`src/rtl/traffic_phase_timer_pkg.sv`:
```
// Shared phase identifiers and power-on phase durations for the traffic phase timer.
package traffic_pkg;

    typedef enum int unsigned {
        PH_NS_GREEN  = 0,
        PH_NS_YELLOW = 1,
        PH_EW_GREEN  = 2,
        PH_EW_YELLOW = 3
    } phase_id_e;

    localparam int unsigned NUM_DEF = 4;
    localparam int unsigned DEF_DUR [NUM_DEF] = '{30, 3, 15, 3};

    // Default duration for any phase index; tables larger than four entries repeat the pattern.
    function automatic int unsigned def_dur(input int unsigned idx);
        return DEF_DUR[idx[1:0]];
    endfunction

endpackage

```
`src/rtl/traffic_phase_timer_if.sv`:
```
// Control/status bundle of the traffic phase timer.
interface traffic_phase_timer_if #(
    parameter int unsigned PH_W  = 2,
    parameter int unsigned CNT_W = 8
);

    logic             hold;
    logic             force_en;
    logic [PH_W-1:0]  force_phase;
    logic             dur_we;
    logic [PH_W-1:0]  dur_addr;
    logic [CNT_W-1:0] dur_wdata;
    logic [PH_W-1:0]  phase;
    logic [CNT_W-1:0] count;
    logic [11:0]      count_bcd;
    logic             tick;
    logic             phase_done;

    modport master (
        output hold, force_en, force_phase, dur_we, dur_addr, dur_wdata,
        input  phase, count, count_bcd, tick, phase_done
    );

    modport slave (
        input  hold, force_en, force_phase, dur_we, dur_addr, dur_wdata,
        output phase, count, count_bcd, tick, phase_done
    );

endinterface

```
`src/rtl/traffic_phase_timer_bin2bcd.sv`:
```
// 8-bit binary to three-digit BCD, combinational double-dabble.
module bin2bcd (
    input  logic [7:0]  bin,
    output logic [11:0] bcd
);

    logic [19:0] sr;

    // Shift-add-3: correct each BCD digit before every shift; hundreds never exceeds 2.
    always_comb begin
        sr = {12'd0, bin};
        for (int i = 0; i < 8; i++) begin
            if (sr[11:8] >= 4'd5) begin
                sr[11:8] = sr[11:8] + 4'd3;
            end
            if (sr[15:12] >= 4'd5) begin
                sr[15:12] = sr[15:12] + 4'd3;
            end
            sr = {sr[18:0], 1'b0};
        end
        bcd = sr[19:8];
    end

endmodule

```
`src/rtl/traffic_phase_timer.sv`:
```
// Cyclic phase sequencer: prescaled countdown per phase, hold, forced jumps, writable durations.
module traffic_phase_timer
    import traffic_pkg::*;
#(
    parameter int unsigned NUM_PHASES = 4,
    parameter int unsigned CNT_W      = 8,
    parameter int unsigned TICK_DIV   = 10,
    parameter int unsigned PH_W       = 2
) (
    input logic                clk,
    input logic                rst,
    traffic_phase_timer_if.slave bus
);

    localparam int unsigned      PS_W    = (TICK_DIV > 1) ? $clog2(TICK_DIV) : 1;
    localparam logic [PS_W-1:0]  PS_LAST = PS_W'(TICK_DIV - 1);
    localparam logic [PH_W-1:0]  PH_LAST = PH_W'(NUM_PHASES - 1);

    logic [PS_W-1:0]  pre_q, pre_n;
    logic [PH_W-1:0]  phase_q, phase_n, phase_nx;
    logic [CNT_W-1:0] count_q, count_n;
    logic             tick_q, tick_n;
    logic             done_q, done_n;
    logic [CNT_W-1:0] dur [NUM_PHASES];
    logic             force_ok;
    logic             tick_now;
    logic [7:0]       bin8;
    logic [11:0]      bcd;

    // Count loaded on phase entry; a stored zero still gives one tick.
    function automatic logic [CNT_W-1:0] load_of(input logic [CNT_W-1:0] d);
        return (d == '0) ? '0 : d - CNT_W'(1);
    endfunction

    // Next-state: force beats hold and tick; hold freezes everything else.
    always_comb begin
        pre_n    = pre_q;
        phase_n  = phase_q;
        count_n  = count_q;
        tick_n   = 1'b0;
        done_n   = 1'b0;
        force_ok = bus.force_en && (32'(bus.force_phase) < NUM_PHASES);
        tick_now = !bus.hold && (pre_q == PS_LAST);
        phase_nx = (phase_q == PH_LAST) ? '0 : phase_q + PH_W'(1);
        if (force_ok) begin
            phase_n = bus.force_phase;
            count_n = load_of(dur[bus.force_phase]);
            pre_n   = '0;
            done_n  = 1'b1;
        end else if (!bus.hold) begin
            if (tick_now) begin
                pre_n  = '0;
                tick_n = 1'b1;
                if (count_q != '0) begin
                    count_n = count_q - CNT_W'(1);
                end else begin
                    phase_n = phase_nx;
                    count_n = load_of(dur[phase_nx]);
                    done_n  = 1'b1;
                end
            end else begin
                pre_n = pre_q + PS_W'(1);
            end
        end
    end

    // Sequencer state and registered pulses.
    always_ff @(posedge clk or posedge rst) begin
        if (rst) begin
            pre_q   <= '0;
            phase_q <= PH_W'(PH_NS_GREEN);
            count_q <= load_of(CNT_W'(def_dur(0)));
            tick_q  <= 1'b0;
            done_q  <= 1'b0;
        end else begin
            pre_q   <= pre_n;
            phase_q <= phase_n;
            count_q <= count_n;
            tick_q  <= tick_n;
            done_q  <= done_n;
        end
    end

    // Duration table in flops; out-of-range writes are dropped.
    always_ff @(posedge clk or posedge rst) begin
        if (rst) begin
            for (int unsigned i = 0; i < NUM_PHASES; i++) begin
                dur[i] <= CNT_W'(def_dur(i));
            end
        end else if (bus.dur_we && (32'(bus.dur_addr) < NUM_PHASES)) begin
            dur[bus.dur_addr] <= bus.dur_wdata;
        end
    end

    assign bin8 = 8'(count_q);

    bin2bcd u_bcd (
        .bin (bin8),
        .bcd (bcd)
    );

    assign bus.phase      = phase_q;
    assign bus.count      = count_q;
    assign bus.count_bcd  = bcd;
    assign bus.tick       = tick_q;
    assign bus.phase_done = done_q;

endmodule
```
`src/flat_wrapper.sv`:
```
// flat-port wrapper written by rule: the top's interface ports become plain ports
module traffic_phase_timer_flat import traffic_pkg::*;
#(
    parameter int unsigned NUM_PHASES = 4,
    parameter int unsigned CNT_W      = 8,
    parameter int unsigned TICK_DIV   = 10,
    parameter int unsigned PH_W       = 2
)
  (clk, rst, bus_hold, bus_force_en, bus_force_phase, bus_dur_we, bus_dur_addr, bus_dur_wdata, bus_phase, bus_count, bus_count_bcd, bus_tick, bus_phase_done);
  traffic_phase_timer_if #(.PH_W(PH_W), .CNT_W(CNT_W)) bus_i ();
  input logic clk;
  input logic rst;
  input wire logic [$bits(bus_i.hold)-1:0] bus_hold;
  input wire logic [$bits(bus_i.force_en)-1:0] bus_force_en;
  input wire logic [$bits(bus_i.force_phase)-1:0] bus_force_phase;
  input wire logic [$bits(bus_i.dur_we)-1:0] bus_dur_we;
  input wire logic [$bits(bus_i.dur_addr)-1:0] bus_dur_addr;
  input wire logic [$bits(bus_i.dur_wdata)-1:0] bus_dur_wdata;
  output wire logic [$bits(bus_i.phase)-1:0] bus_phase;
  output wire logic [$bits(bus_i.count)-1:0] bus_count;
  output wire logic [$bits(bus_i.count_bcd)-1:0] bus_count_bcd;
  output wire logic [$bits(bus_i.tick)-1:0] bus_tick;
  output wire logic [$bits(bus_i.phase_done)-1:0] bus_phase_done;
  assign bus_i.hold = bus_hold;
  assign bus_i.force_en = bus_force_en;
  assign bus_i.force_phase = bus_force_phase;
  assign bus_i.dur_we = bus_dur_we;
  assign bus_i.dur_addr = bus_dur_addr;
  assign bus_i.dur_wdata = bus_dur_wdata;
  assign bus_phase = bus_i.phase;
  assign bus_count = bus_i.count;
  assign bus_count_bcd = bus_i.count_bcd;
  assign bus_tick = bus_i.tick;
  assign bus_phase_done = bus_i.phase_done;
  traffic_phase_timer #(.NUM_PHASES(NUM_PHASES), .CNT_W(CNT_W), .TICK_DIV(TICK_DIV), .PH_W(PH_W)) u_core (.clk(clk), .rst(rst), .bus(bus_i));
endmodule
```
`config.mk`:
```
export PLATFORM = sky130hd
export DESIGN_NAME = traffic_phase_timer_flat
export DESIGN_NICKNAME = d
export VERILOG_FILES = /design/src/rtl/traffic_phase_timer_pkg.sv /design/src/rtl/traffic_phase_timer_if.sv /design/src/rtl/traffic_phase_timer_bin2bcd.sv /design/src/rtl/traffic_phase_timer.sv /design/src/flat_wrapper.sv
export SDC_FILE = /design/constraint.sdc
export NUM_CORES = 1
export LEC_CHECK = 0
export BUFFER_PORTS_ARGS = -buffer_cell sky130_fd_sc_hd__buf_2
export CAP_MARGIN = 40
export CORE_MARGIN = 2
export CORE_UTILIZATION = 25
export DETAILED_ROUTE_END_ITERATION = 12
export SLEW_MARGIN = 5
export SYNTH_ARGS = -nofsm -noshare
export SYNTH_HDL_FRONTEND = slang
export SYNTH_SLANG_ARGS = --single-unit
```
`constraint.sdc`:
```
create_clock -name clk -period 4.9 [get_ports clk]
set_input_delay 0.245 -clock clk [delete_from_list [all_inputs] [get_ports clk]]
set_output_delay 0.245 -clock clk [all_outputs]
set_load 0.005 [all_outputs]
```
After elaboration in Yosys (flattened, before gate mapping)
Index checks and enable logic that the tools add are counted.
- shifts and indexed selects: 0
- eq/ne operators: 4
- divide/modulo/power cells: 0
- bitwise operators: 3
- $mul: 0
- add/subtract/negate cells: 12
- magnitude comparators: 11
- mux-type cells: 37
- reduce and logical (&&, ||, !) cells: 9
- operators with widths (cell ; number):
    2-to-1 mux 8 bit ; 11
    2-to-1 mux 4 bit ; 10
    binary-select mux 8 bit (select 2 bit) ; 2
    bitwise mux 32 bit ; 1
    subtractor 8 x 1 -> 8 bit, second input constant ; 3
    adder 4 x 2 -> 4 bit, second input constant ; 5
    >= comparator 4 x 3 -> 1 bit, second input constant ; 5
    demux 8 bit (select 2 bit) ; 1
    logical NOT 8 bit ; 2
    >= comparator 3 bit, second input constant ; 5
    2-to-1 mux 2 bit ; 5
    NOT 2 -> 3 bit ; 3
    adder 3 x 2 -> 4 bit, second input constant ; 2
    nonzero test 8 bit ; 1
    2-to-1 mux 1 bit ; 7
    adder 4 x 1 -> 4 bit, second input constant ; 1
    equality test 4 bit, second input constant ; 1
    < comparator 3 x 1 -> 1 bit, second input constant ; 1
    AND reduction 3 bit ; 1
    adder 2 x 1 -> 2 bit, second input constant ; 1
    equality test 2 bit, second input constant ; 1
    logical AND 1 bit ; 2
    inequality test 2 x 1 -> 1 bit, second input constant ; 1
    inequality test 2 bit, second input constant ; 1
    3 further kinds ; 3
- register bits: 48
- latch bits: 0
- ROM bits: 0
- logic and storage cells: 85
- memories kept: 0
- output and inout port bits: 24
- memory bits (writable): 0

Depth between registers and ports, before layout
- depth after elaboration: 12
- mapped depth: 20
- depth with buffers taken out: 18

Modules after synthesis
A second synthesis with hierarchy kept.
- cells, all modules: 389
- area, all modules: 3992.6 µm²
- modules (own cells, without submodules) (module ; times used ; seq. area each (µm²) ; area each (µm²) ; cells each):
    traffic_phase_timer ; 1 ; 1221.2 ; 2997.9 ; 248
    bin2bcd ; 1 ; 0.0 ; 994.7 ; 141

Worst setup path before layout
Ideal clock, no wire load.
- path kind: register -> output
- start point: register u_core.count_q[6] (netlist: u_core.bus.count[6])
- end point: output bus_count_bcd[6]
- data required time: 4655 ps
- setup slack: 578 ps
- stages on the path, launching flop included: 19
- data arrival time: 4077 ps
- path buffers: 2
- cell sequence: dfrtp_1 > buf_4 > inv_1 > ha_1 > o21ai_0 > mux2_1 > ha_1 > nand2b_1 > and2_1 > a221oi_2 > inv_2 > ha_1 > or2b_2 > a31oi_4 > mux2_4 > or3_1 > buf_2 > and2_4 > a211oi_2
- word-level cells in the longest chain between the ends: 10
- elaborated cells on any way between the ends: 18
- classes of those cells: 6 x add/sub; 6 x order compare; 6 x mux
- ends and longest elaborated chain (what ; RTL line ; text):
    start: declaration ; traffic_phase_timer.sv:21 ; logic [CNT_W-1:0] count_q, count_n;
    start signal: assignment ; traffic_phase_timer.sv:72 ; count_q <= load_of(CNT_W'(def_dur(0)));
    start signal: assignment ; traffic_phase_timer.sv:78 ; count_q <= count_n;
    adder 3 x 2 -> 4 bit or >= comparator 3 bit (tied branches) ; traffic_phase_timer_bin2bcd.sv:14, traffic_phase_timer_bin2bcd.sv:13 ;
    2-to-1 mux 4 bit * ; traffic_phase_timer_bin2bcd.sv:13 ; if (sr[11:8] >= 4'd5) begin
    adder 4 x 2 -> 4 bit or >= comparator 4 x 3 -> 1 bit (tied branches) ; traffic_phase_timer_bin2bcd.sv:14, traffic_phase_timer_bin2bcd.sv:13 ;
    2-to-1 mux 4 bit ; traffic_phase_timer_bin2bcd.sv:13 ;
    >= comparator 4 x 3 -> 1 bit or adder 4 x 2 -> 4 bit (tied branches) ; traffic_phase_timer_bin2bcd.sv:13, traffic_phase_timer_bin2bcd.sv:14 ;
    2-to-1 mux 4 bit ; traffic_phase_timer_bin2bcd.sv:13 ;
    adder 4 x 2 -> 4 bit (tied with other cells) ; traffic_phase_timer_bin2bcd.sv:14 ; sr[11:8] = sr[11:8] + 4'd3;
    2-to-1 mux 4 bit, on equally long branches ; traffic_phase_timer_bin2bcd.sv:13, traffic_phase_timer_bin2bcd.sv:16 ;
    adder 4 x 2 -> 4 bit or >= comparator 4 x 3 -> 1 bit (tied branches) ; traffic_phase_timer_bin2bcd.sv:17, traffic_phase_timer_bin2bcd.sv:16 ;
    2-to-1 mux 4 bit * ; traffic_phase_timer_bin2bcd.sv:16 ; if (sr[15:12] >= 4'd5) begin
    end: declaration ; flat_wrapper.sv:21 ; output wire logic [$bits(bus_i.count_bcd)-1:0] bus_count_bcd;
Mark *: on every way between the ends. The rest lies on a longest branch, timed or not.

Worst setup path in the final report
- start point: register u_core.count_q[5] (netlist: u_core.bus.count[5])
- end point: output bus_count_bcd[6]
- word-level cells in the longest chain between the ends: 10
- elaborated cells on any way between the ends: 18
- classes of those cells: 6 x add/sub; 6 x order compare; 6 x mux
- ends and longest elaborated chain (what ; RTL line):
    adder 3 x 2 -> 4 bit or >= comparator 3 bit (tied branches) ; traffic_phase_timer_bin2bcd.sv:14, traffic_phase_timer_bin2bcd.sv:13
    2-to-1 mux 4 bit * ; traffic_phase_timer_bin2bcd.sv:13
    adder 4 x 2 -> 4 bit or >= comparator 4 x 3 -> 1 bit (tied branches) ; traffic_phase_timer_bin2bcd.sv:14, traffic_phase_timer_bin2bcd.sv:13
    2-to-1 mux 4 bit ; traffic_phase_timer_bin2bcd.sv:13
    adder 4 x 2 -> 4 bit or >= comparator 4 x 3 -> 1 bit (tied branches) ; traffic_phase_timer_bin2bcd.sv:14, traffic_phase_timer_bin2bcd.sv:13
    2-to-1 mux 4 bit ; traffic_phase_timer_bin2bcd.sv:13
    adder 4 x 2 -> 4 bit (tied with other cells) ; traffic_phase_timer_bin2bcd.sv:14
    2-to-1 mux 4 bit, on equally long branches ; traffic_phase_timer_bin2bcd.sv:13, traffic_phase_timer_bin2bcd.sv:16
    adder 4 x 2 -> 4 bit or >= comparator 4 x 3 -> 1 bit (tied branches) ; traffic_phase_timer_bin2bcd.sv:17, traffic_phase_timer_bin2bcd.sv:16
    2-to-1 mux 4 bit * ; traffic_phase_timer_bin2bcd.sv:16
Marked as above.

==> results.yml <==
logic_synthesis:
  synth_top_area_share_pct: 21.6
  netlist_area_um2: 3710
  syn_inst: 365
  async_reset_ff_share_pct: 100
  yosysMostFrequentCell: "mux2_2"
  synth.area.top_cells: "dfrtp_1, dfstp_2, mux2_2"
  yosysSeqAreaShare_pct: 32.9
  synth_edf_count: 0
  synth_seq_cells: 48
  synth_top_flop_cell: "dfrtp_1"
  synthTopCellsByCount: "mux2_2, dfrtp_1, nor2_1, nand2_1, nor3_1"
  yosys_warnings: 0
  yosysTopAreaCell: "dfrtp_1"
  ys_types: 67
  avgSynthCellArea_um2: 10.2
placed_design:
  place.gp.congestion: 0.840
  port_buffers: 38
  postPlaceCellArea_um2: 4090
  hpwl_mm: 6.53
  dp_slack_ns: 0.233
detailed_routing:
  drtIter0Drc: 167
  wl_per_cell_um: 14.9
  wl_mm: 8.75
  wl_met2_mm: 4.24
  antenna_left: 0
  wl_met3_um: 353
  dr.pass1.iters: 4
  wl_met1_mm: 4.06
  top_layer: "met4"
  vias_per_cell: 5.08
  drc_errors: 0
  vias: 2978
layout:
  num-fill-cells: 1536
  final_util_pct: 30.1
  syn2layout_area_growth_pct: 17.6
  diodes: 0
  final_nets: 434
  final_layout_size_suffix_gt1_share_pct: 36.3
  fin_area_um2: 4370
timing:
  setup_viol: 0
  slew_headroom_pct: 46.2
  finalSetupTns_ns: 0
  drv_slew: 0
  max_freq_ghz: 0.212
  rsz0062_at_grt: "false"
  max_slew.worst_pin.slew_ns: 0.801
  clock_skew_ns: 0.00722
  worst_slack_ns: 0.185
  min_period_over_period_pct: 96.2
  period_needed_ns: 4.72
  timing.hold.ws_ns: 0.227
  hold_violations: 0
flow_run:
  max-cap-violations: 0
worst_setup_path:
  r2r-start: "u_core.bus.phase[0]$_DFFE_PP0P_"
  critPathCaptureType: "output pin"
  crit_start: "u_core.bus.count[5]$_DFFE_PP0P_"
  critPathMaxFanout: 6
  critPathLaunchType: "flip-flop"
  r2r_slack_ns: 1.51
  cp_data_arrival_time_ns: 4.47
  required_ns: 4.66
  worstSetupPathType: "reg2out"
pwr:
  switchingPower_mw: 1.24
  ir_drop_v: 0.000237
  power_density_nw_per_um2: 660
  power_frac_clock_pct: 15.5
  switching_share_pct: 43.1
  p_seq_share_pct: 20.4
  combPwrFrac_pct: 64.1
  p_leak_nw: 1.77
  intPower_mw: 1.64
floorplanning:
  core_um2: 14500
  pin_count: 41
  initial_utilization_pct: 25.6
  rows: 44
  die_x_um: 126
  die_h_um: 126
  dieArea_um2: 15900
min_path:
  hold_start: "bus_dur_wdata[2]"
  hold_path_class: "in2reg"
clocking:
  cts_tree: "done"
  path_clk_slew_ns: 0.07
  cts_made_buffers: 5
  clk_latency_ns: 0.29
  cts.sinks: 48
  clock_path_buffers: 2
  root_buffer: "clkbuf_16"
  htree_num_levels: 2
grt:
  grt_max_degree: 37
  antenna_found_initial: 0
  grt_pass1_vias: 3008
  grt_usage_pct: 11.3
  grt_pass1_wl_mm: 15.1
  grt_overflow_total: 0
status:
  outcome: "finished, final reports clean"
[placed cells by master, fill, tap and decap left out, drive strengths merged, types with 17 or more instances in the layout]
cell type	Yosys	routed
nand2	18	18
nor3	18	18
inv	16	17
buf	10	46
o21ai	21	21
mux2	35	35
dfrtp	32	32
nor2	27	27
[power by group through the flow]
| stage | combinational (mW) | clock, mW | sequential, mW |
|---|---|---|---|
| 2_1_floorplan | 1.35 | 0 | 0.543 |
| 3_3_place_gp | 1.67 | 0 | 0.588 |
| 3_5_place_dp | 1.73 | 0 | 0.596 |
| 4_1_cts | 1.74 | 0.454 | 0.590 |
| 5_1_grt | 2.06 | 0.476 | 0.604 |
| 6_report | 1.85 | 0.446 | 0.590 |
[final timing paths]
path | end | depth (start not counted)
max | bus_count_bcd[6] | 16
min | u_core.dur[18]$_DFFE_PP0P_ | 2
max reg2reg | u_core.bus.count[1]$_DFFE_PP0P_ | 8
min reg2reg | u_core.dur[22]$_DFFE_PP0P_ | 1
max in group asynchronous | u_core.dur[17]$_DFFE_PP1P_ | 4
min in group asynchronous | u_core.bus.phase_done$_DFF_PP0_ | 3
[final cells by class]
| cell class | count | area [um^2] | area share, % |
|---|---|---|---|
| Multi-Input combinational cell | 283 | 2390 | 54.7 |
| Sequential cell | 48 | 1220 | 28.0 |
| Timing Repair Buffer | 47 | 273 | 6.24 |
| Tap cell | 184 | 230 | 5.27 |
| Clock buffer | 5 | 125 | 2.86 |
| Clock inverter | 3 | 68.8 | 1.57 |
| Inverter | 16 | 60.1 | 1.37 |
[worst max-delay path, stage by stage (launching register included)]
cell and delay [ns]:
dfrtp_2 0.45, buf_4 0.16, inv_1 0.13, mux2_4 0.35
ha_1 0.19, nand2b_1 0.20, and2_1 0.19, a221oi_2 0.33
inv_2 0.11, ha_1 0.19, or2b_2 0.34, a31oi_4 0.29
mux2_4 0.36, or3_4 0.43, and2_4 0.16, a211oi_2 0.16
buf_2 0.14
[per-stage QoR]
step / power [mW] / cells
2_1_floorplan: 1.89 / 366
4_1_cts: 2.78 / 583
3_3_place_gp: 2.26 / 573
5_1_grt: 3.14 / 586
6_report: 2.88 / 586
3_5_place_dp: 2.32 / 574
[per-layer routing]
| layer | track usage (%) | vias up |
|---|---|---|
| li1 | - | 1435 |
| met1 | 15.0 | 1463 |
| met2 | 19.6 | 73 |
| met3 | 1.70 | 7 |
| met4 | 2.46 | 0 |
| met5 | 0 | - |
[repair_timing]
action / in CTS / in global routing
endpoints found under the hold margin: 8 / 0
hold buffers: 1 / 0
resized for setup: 1 / 11
setup buffers: 0 / 3
pin swaps: 0 / 2
endpoints found under the setup margin: 1 / 8
[logic make-up (layout without fill, tap and decap cells)]
group / Yosys count / count (layout) / synth area share (%)
simple gates: 111 / 111 / 15.6
mux: 58 / 58 / 22.3
fa+ha+maj: 16 / 16 / 5.39
xor+xnor: 17 / 17 / 4.01
other cells: 1 / 2 / 0.101
flops: 48 / 48 / 32.9
buf+inv: 35 / 71 / 4.28
compound gates: 79 / 79 / 15.4
[sequential cells by signal (all words and copies together) (netlist names)]
signal,cells
u_core.pre_q,4
u_core.dur,32
u_core.bus.phase,2
u_core.bus.tick,1
u_core.bus.phase_done,1
u_core.bus.count,8
Power figures use the tool's default switching activity.
